<file path="config.mk">
export PLATFORM = sky130hd
export DESIGN_NAME = vram_arbiter
export DESIGN_NICKNAME = d
export VERILOG_FILES = /design/src/rtl/video_pkg.sv /design/src/rtl/vram_arb_pick.sv /design/src/rtl/vram_arbiter.sv
export SDC_FILE = /design/constraint.sdc
export NUM_CORES = 1
export LEC_CHECK = 0
export BUFFER_PORTS_ARGS = -buffer_cell sky130_fd_sc_hd__buf_2
export CAP_MARGIN = 40
export CORE_MARGIN = 4
export CORE_UTILIZATION = 48
export DETAILED_ROUTE_END_ITERATION = 10
export GPL_ROUTABILITY_DRIVEN = 0
export PLACE_DENSITY = 0.8
export SLEW_MARGIN = 10
export SYNTH_ARGS = -nofsm -noshare
export SYNTH_HDL_FRONTEND = slang
export SYNTH_SLANG_ARGS = --single-unit
</file>
<file path="constraint.sdc">
create_clock -name clk -period 2.1 [get_ports clk]
set_input_delay 0.105 -clock clk [delete_from_list [all_inputs] [get_ports clk]]
set_output_delay 0.105 -clock clk [all_outputs]
set_load 0.01 [all_outputs]
</file>
<file path="src/rtl/video_pkg.sv">
// rtl/video_pkg.sv - shared types for the VRAM arbiter
// Purpose: grant, FSM state and raster window encodings, plus the window decoder.
// Ports: none (package).
package video_pkg;

    typedef enum logic [1:0] {
        GNT_NONE,
        GNT_BG,
        GNT_SPR,
        GNT_CPU
    } grant_t;

    typedef enum logic [1:0] {
        IDLE,
        ISSUE,
        WAIT,
        DONE
    } arb_state_t;

    typedef enum logic [1:0] {
        WIN_ACTIVE,
        WIN_HBL,
        WIN_VBL
    } window_t;

    // Vertical blank dominates: hbl pulses inside vblank are ignored.
    function automatic window_t decode_window(input logic hbl, input logic vbl);
        if (vbl) begin
            return WIN_VBL;
        end
        if (hbl) begin
            return WIN_HBL;
        end
        return WIN_ACTIVE;
    endfunction

endpackage

</file>
<file path="src/rtl/vram_arb_pick.sv">
// rtl/vram_arb_pick.sv - combinational priority picker for the VRAM arbiter
// Purpose: choose one requester from the current requests, raster window and
//          CPU starvation flag.
// Ports:
//   bg_req, spr_req, cpu_req  in   pending requests
//   window                    in   decoded raster window
//   starve                    in   CPU has waited the maximum number of grants
//   grant                     out  selected requester (GNT_NONE if no request)
module vram_arb_pick
    import video_pkg::*;
(
    input  logic    bg_req,
    input  logic    spr_req,
    input  logic    cpu_req,
    input  window_t window,
    input  logic    starve,
    output grant_t  grant
);

    always_comb begin
        grant = GNT_NONE;
        if (starve && cpu_req) begin
            grant = GNT_CPU;
        end else begin
            case (window)
                WIN_HBL: begin
                    if (spr_req)      grant = GNT_SPR;
                    else if (bg_req)  grant = GNT_BG;
                    else if (cpu_req) grant = GNT_CPU;
                end
                WIN_VBL: begin
                    if (cpu_req)      grant = GNT_CPU;
                    else if (spr_req) grant = GNT_SPR;
                    else if (bg_req)  grant = GNT_BG;
                end
                default: begin
                    if (bg_req)       grant = GNT_BG;
                    else if (spr_req) grant = GNT_SPR;
                    else if (cpu_req) grant = GNT_CPU;
                end
            endcase
        end
    end

endmodule

</file>
<file path="src/rtl/vram_arbiter.sv">
// rtl/vram_arbiter.sv - three-way VRAM port arbiter (BG fetch, sprite scan, CPU)
// Purpose: serialises single-word accesses from three requesters onto one
//          synchronous VRAM port, prioritised by raster window with a CPU
//          anti-starvation override.
// Ports:
//   clk, reset_n                        clock, async active-low reset
//   hbl, vbl                            blanking from the timing generator
//   bg_req/bg_addr/bg_ack/bg_dout       background fetch read port
//   spr_req/spr_addr/spr_ack/spr_dout   sprite scan read port
//   cpu_req/cpu_we/cpu_addr/cpu_din/cpu_ack/cpu_dout   CPU read/write port
//   mem_cs/mem_we/mem_addr/mem_din/mem_dout            VRAM port
module vram_arbiter
    import video_pkg::*;
#(
    parameter int AW         = 14,
    parameter int DW         = 16,
    parameter int MEM_LAT    = 2,
    parameter int CPU_STARVE = 4
) (
    input  logic          clk,
    input  logic          reset_n,
    input  logic          hbl,
    input  logic          vbl,
    input  logic          bg_req,
    input  logic [AW-1:0] bg_addr,
    output logic          bg_ack,
    output logic [DW-1:0] bg_dout,
    input  logic          spr_req,
    input  logic [AW-1:0] spr_addr,
    output logic          spr_ack,
    output logic [DW-1:0] spr_dout,
    input  logic          cpu_req,
    input  logic          cpu_we,
    input  logic [AW-1:0] cpu_addr,
    input  logic [DW-1:0] cpu_din,
    output logic          cpu_ack,
    output logic [DW-1:0] cpu_dout,
    output logic          mem_cs,
    output logic          mem_we,
    output logic [AW-1:0] mem_addr,
    output logic [DW-1:0] mem_din,
    input  logic [DW-1:0] mem_dout
);

    localparam int              SW         = $clog2(CPU_STARVE + 1);
    localparam logic [SW-1:0]   STARVE_MAX = SW'(CPU_STARVE);
    // WAIT spans MEM_LAT cycles in total; its last cycle captures mem_dout.
    localparam logic [2:0]      WAIT_LAST  = 3'(MEM_LAT - 1);

    arb_state_t    state;
    grant_t        gnt;
    grant_t        pick;
    logic          lat_we;
    logic [2:0]    wait_cnt;
    logic [SW-1:0] starve_cnt;
    logic          starve;
    logic [AW-1:0] pick_addr;

    assign starve = (starve_cnt == STARVE_MAX);

    vram_arb_pick u_pick (
        .bg_req  (bg_req),
        .spr_req (spr_req),
        .cpu_req (cpu_req),
        .window  (decode_window(hbl, vbl)),
        .starve  (starve),
        .grant   (pick)
    );

    always_comb begin
        pick_addr = bg_addr;
        case (pick)
            GNT_SPR: pick_addr = spr_addr;
            GNT_CPU: pick_addr = cpu_addr;
            default: pick_addr = bg_addr;
        endcase
    end

    // The VRAM strobes are registered on the IDLE->ISSUE edge so they are
    // high exactly during the ISSUE cycle and zero everywhere else.
    always_ff @(posedge clk or negedge reset_n) begin
        if (!reset_n) begin
            state      <= IDLE;
            gnt        <= GNT_NONE;
            lat_we     <= 1'b0;
            wait_cnt   <= '0;
            starve_cnt <= '0;
            bg_ack     <= 1'b0;
            bg_dout    <= '0;
            spr_ack    <= 1'b0;
            spr_dout   <= '0;
            cpu_ack    <= 1'b0;
            cpu_dout   <= '0;
            mem_cs     <= 1'b0;
            mem_we     <= 1'b0;
            mem_addr   <= '0;
            mem_din    <= '0;
        end else begin
            bg_ack   <= 1'b0;
            spr_ack  <= 1'b0;
            cpu_ack  <= 1'b0;
            mem_cs   <= 1'b0;
            mem_we   <= 1'b0;
            mem_addr <= '0;
            mem_din  <= '0;
            case (state)
                IDLE: begin
                    if (!cpu_req) begin
                        starve_cnt <= '0;
                    end
                    if (pick != GNT_NONE) begin
                        gnt      <= pick;
                        lat_we   <= (pick == GNT_CPU) && cpu_we;
                        mem_cs   <= 1'b1;
                        mem_we   <= (pick == GNT_CPU) && cpu_we;
                        mem_addr <= pick_addr;
                        mem_din  <= (pick == GNT_CPU) ? cpu_din : '0;
                        if (pick == GNT_CPU) begin
                            starve_cnt <= '0;
                        end else if (cpu_req && !starve) begin
                            starve_cnt <= starve_cnt + 1'b1;
                        end
                        state <= ISSUE;
                    end
                end
                ISSUE: begin
                    wait_cnt <= '0;
                    state    <= WAIT;
                end
                WAIT: begin
                    if (wait_cnt == WAIT_LAST) begin
                        case (gnt)
                            GNT_BG: begin
                                bg_ack  <= 1'b1;
                                bg_dout <= mem_dout;
                            end
                            GNT_SPR: begin
                                spr_ack  <= 1'b1;
                                spr_dout <= mem_dout;
                            end
                            GNT_CPU: begin
                                cpu_ack <= 1'b1;
                                if (!lat_we) begin
                                    cpu_dout <= mem_dout;
                                end
                            end
                            default: ;
                        endcase
                        state <= DONE;
                    end else begin
                        wait_cnt <= wait_cnt + 3'd1;
                    end
                end
                DONE: begin
                    gnt   <= GNT_NONE;
                    state <= IDLE;
                end
                default: state <= IDLE;
            endcase
        end
    end

endmodule

</file>
==> metrics.yaml <==
cap_violations: 0
endpoint_kind: "register"
die_w_um: 98.3
holdPathEnd: "bg_dout[5]"
synth_area_um2: 3910
start_kind: "register"
antenna_found_initial: 0
cp.required_ns: 2.33
min_period_ns: 1.95
critPathSlowestCell: "dfrtp_1"
rr_startpoint: "state[0]"
grt.total_usage_pct: 20.4
stdcell_count: 615
drcViolationCount: 0
vias: 3130
drive_gt1_share_pct: 48.3
holdCritPathClass: "primary input to register"
area_growth_pct: 37.5
synth_top_area_share_pct: 60.1
drv_slew: 0
synth_area_leaders: "dfrtp_1, mux2_2, nand2_1, a311oi_1, and2_1"
portBuffers: 164
worst_pin_slew_ns: 0.519
grt_pass1_vias: 3218
p_total_w: 0.00601
grt_pass1_wl_um: 15600
finalNetCount: 598
cpPeakStageDelay_ns: 0.42
power_density_nw_per_um2: 1120
ys_types: 37
vias_per_cell: 5.09
synth_top_area_cell: "dfrtp_1"
cellLeakagePower_nw: 2.83
dieHeight_um: 98.3
cts-root-buf: "clkbuf_8"
slew_headroom_pct: 65.4
synth_warnings: 0
clock_path_buffers: 2
cts_htree_levels: 3
setup-tns-final_ns: 0
cts.reportedPaths.clkPinSlew_ns: 0.09
peakVddDrop_mv: 0.520
ios: 165
crit_path_cell_trace: "inv_1 -> ha_1 -> nor3b_1 -> and3_1 -> nor2b_2 -> buf_12 -> mux2_2"
fillCellCount: 569
status: "finished clean"
syn_inst: 303
path_class: "register to register"
grt_max_degree: 43
finalHoldViolCount: 0
fmaxAchievable_mhz: 512
crit_fanout: 16
cts_tree: "yes"
insertion_delay_ns: 0.35
overflow: 0
placed_area_um2: 4850
drt_first_pass_iters: 4
regArea_um2: 2350
worstReg2RegEnd: "cpu_dout[11]"
final_area_um2: 5380
worstPathArrival_ns: 2.18
critPathTopFamily: "simple AND/OR/NAND/NOR gates"
design.core.area_um2: 7810
reg2reg_slack_ns: 0.15
antenna_left: 0
crit_buf_inv: 2
routed_wl_um: 9700
dpl.hpwl_um: 7060
die_area_um2: 9660
clock-skew-final_ns: 0.0150
whs_path_depth: 2
numCtsBuffers: 9
dp.cells: 564
rows: 32
finalCritPeriodShare_pct: 92.9
rsz0062_at_grt: "false"
syn_avg_cell_area_um2: 12.9
antennaDiodeCount: 0
start_util_pct: 50.1
syn_nets: 393
ys_ff_latch: 94
reg2reg_depth: 7
synth-seq-area-share_pct: 60.1
drt_iter0_drc: 58
multi_input_area_um2: 1400
final-setup-viol-count: 0
hold_start: "mem_dout[5]"
wl_per_cell_um: 15.8
cts_sinks: 94
==> what timing repair did <==
item	4_1_cts	5_1_grt
setup buffers	0	2
setup endpoints to repair	0	14
resized for setup	0	1
endpoints found under the hold margin	68	0
hold buffers	33	0
==> placed cells by master, fill, tap and decap left out, types with 11 or more instances in the layout <==
cell type	synthesis	routed
a311oi_1	13	13
dlygate4sd3_1	0	33
and2_1	17	17
o21ai_0	13	13
mux2_2	49	49
nand2_1	35	35
a21oi_1	15	15
buf_4	3	11
dfrtp_1	94	94
buf_2	3	163
==> worst reg2reg max path, stage by stage, from the launching register on <==
cell     delay [ns]
dfrtp_1        0.42
inv_1          0.09
ha_1           0.16
nor3b_1        0.27
and3_1         0.21
nor2b_2        0.18
buf_12         0.17
mux2_2         0.35
==> through the flow <==
| stage | worst slack, ns | hold slack, ns | utilization [%] |
|---|---|---|---|
| floorplan | 0.118 | -0.191 | - |
| detailed placement | 0.0833 | 0.122 | 62.1 |
| CTS | 0.0560 | 0.000487 | 68.6 |
| global placement | 0.151 | 0.118 | 62.1 |
| global route | 0.0394 | 0.00456 | 68.9 |
| finish | 0.149 | 0.0150 | 68.9 |
==> cells by family after synthesis <==
| logic type | count (synthesis) | share of synthesized area, % |
|---|---|---|
| fa+ha+maj | 8 | 2.56 |
| mux | 49 | 14.1 |
| simple gates | 75 | 9.69 |
| compound gates | 52 | 9.25 |
| flops | 94 | 60.1 |
| buf+inv | 25 | 4.25 |
==> Yosys cell counts <==
| cell | number |
|---|---|
| a21boi_0 | 1 |
| a21oi_1 | 15 |
| a22o_1 | 1 |
| a22o_2 | 1 |
| a22oi_4 | 1 |
| a2bb2oi_1 | 1 |
| a311oi_1 | 13 |
| a31oi_1 | 1 |
| and2_1 | 17 |
| and3_1 | 3 |
| and3b_1 | 1 |
| buf_2 | 3 |
| buf_4 | 3 |
| buf_6 | 6 |
| clkbuf_1 | 2 |
| clkbuf_4 | 1 |
| clkinv_1 | 1 |
| dfrtp_1 | 94 |
| dlymetal6s2s_1 | 1 |
| ha_1 | 8 |
| inv_1 | 8 |
| mux2_2 | 49 |
| nand2_1 | 35 |
| nand2b_1 | 3 |
| nand3_1 | 3 |
| nand3b_1 | 2 |
| nor2_1 | 4 |
| nor2_2 | 1 |
| nor2b_1 | 2 |
| nor3_1 | 1 |
| nor3b_1 | 2 |
| o21ai_0 | 13 |
| o221ai_2 | 1 |
| o22a_1 | 1 |
| o22ai_1 | 2 |
| o41ai_1 | 1 |
| or3b_4 | 1 |
==> report_power, final <==
group	leakage, nW	switching, W	total [W]	internal [W]
clock network	0.0858	0.000621	0.00105	0.000432
registers	1.23	0.000332	0.00277	0.00244
logic	1.52	0.00110	0.00219	0.00108
==> worst max-delay path by stage <==
| stage | from | endpoint | slack, ns | depth (start not counted) |
|---|---|---|---|---|
| 2_1_floorplan | state[0] | cpu_dout[10] | 0.12 | 8 |
| 3_3_place_gp | starve_cnt[0] | mem_addr[13] | 0.15 | 7 |
| 3_5_place_dp | starve_cnt[0] | mem_addr[13] | 0.08 | 7 |
| 4_1_cts | starve_cnt[0] | mem_addr[13] | 0.06 | 7 |
| 5_1_grt | state[0] | cpu_dout[5] | 0.04 | 7 |
| 6_report | state[0] | cpu_dout[11] | 0.15 | 7 |
==> flip-flops by register name (all words and copies together) (netlist names), 3 cells and up <==
name        count
bg_dout        16
cpu_dout       16
mem_din        16
spr_dout       16
mem_addr       14
starve_cnt      3
wait_cnt        3
==> final cells by class <==
cell class	instances	area share, %
sequential	94	43.8
clock buffer	9	2.30
multi-input combinational	184	26.1
clock inverter	7	0.884
timing repair buffer	210	24.0
tap	102	2.37
inverter	9	0.628
==> metal layers <==
metal / vias up / share of wire [%] / routed length, um / GRT usage (%)
met4: 0 / 3.5 / 335 / 10.3
li1: 1469 / - / - / -
met5: - / 0 / 0 / 0
met2: 124 / 52 / 5000 / 35.4
met3: 32 / 7.0 / 675 / 4.86
met1: 1505 / 38 / 3690 / 23.4
Power figures use the tool's default switching activity.
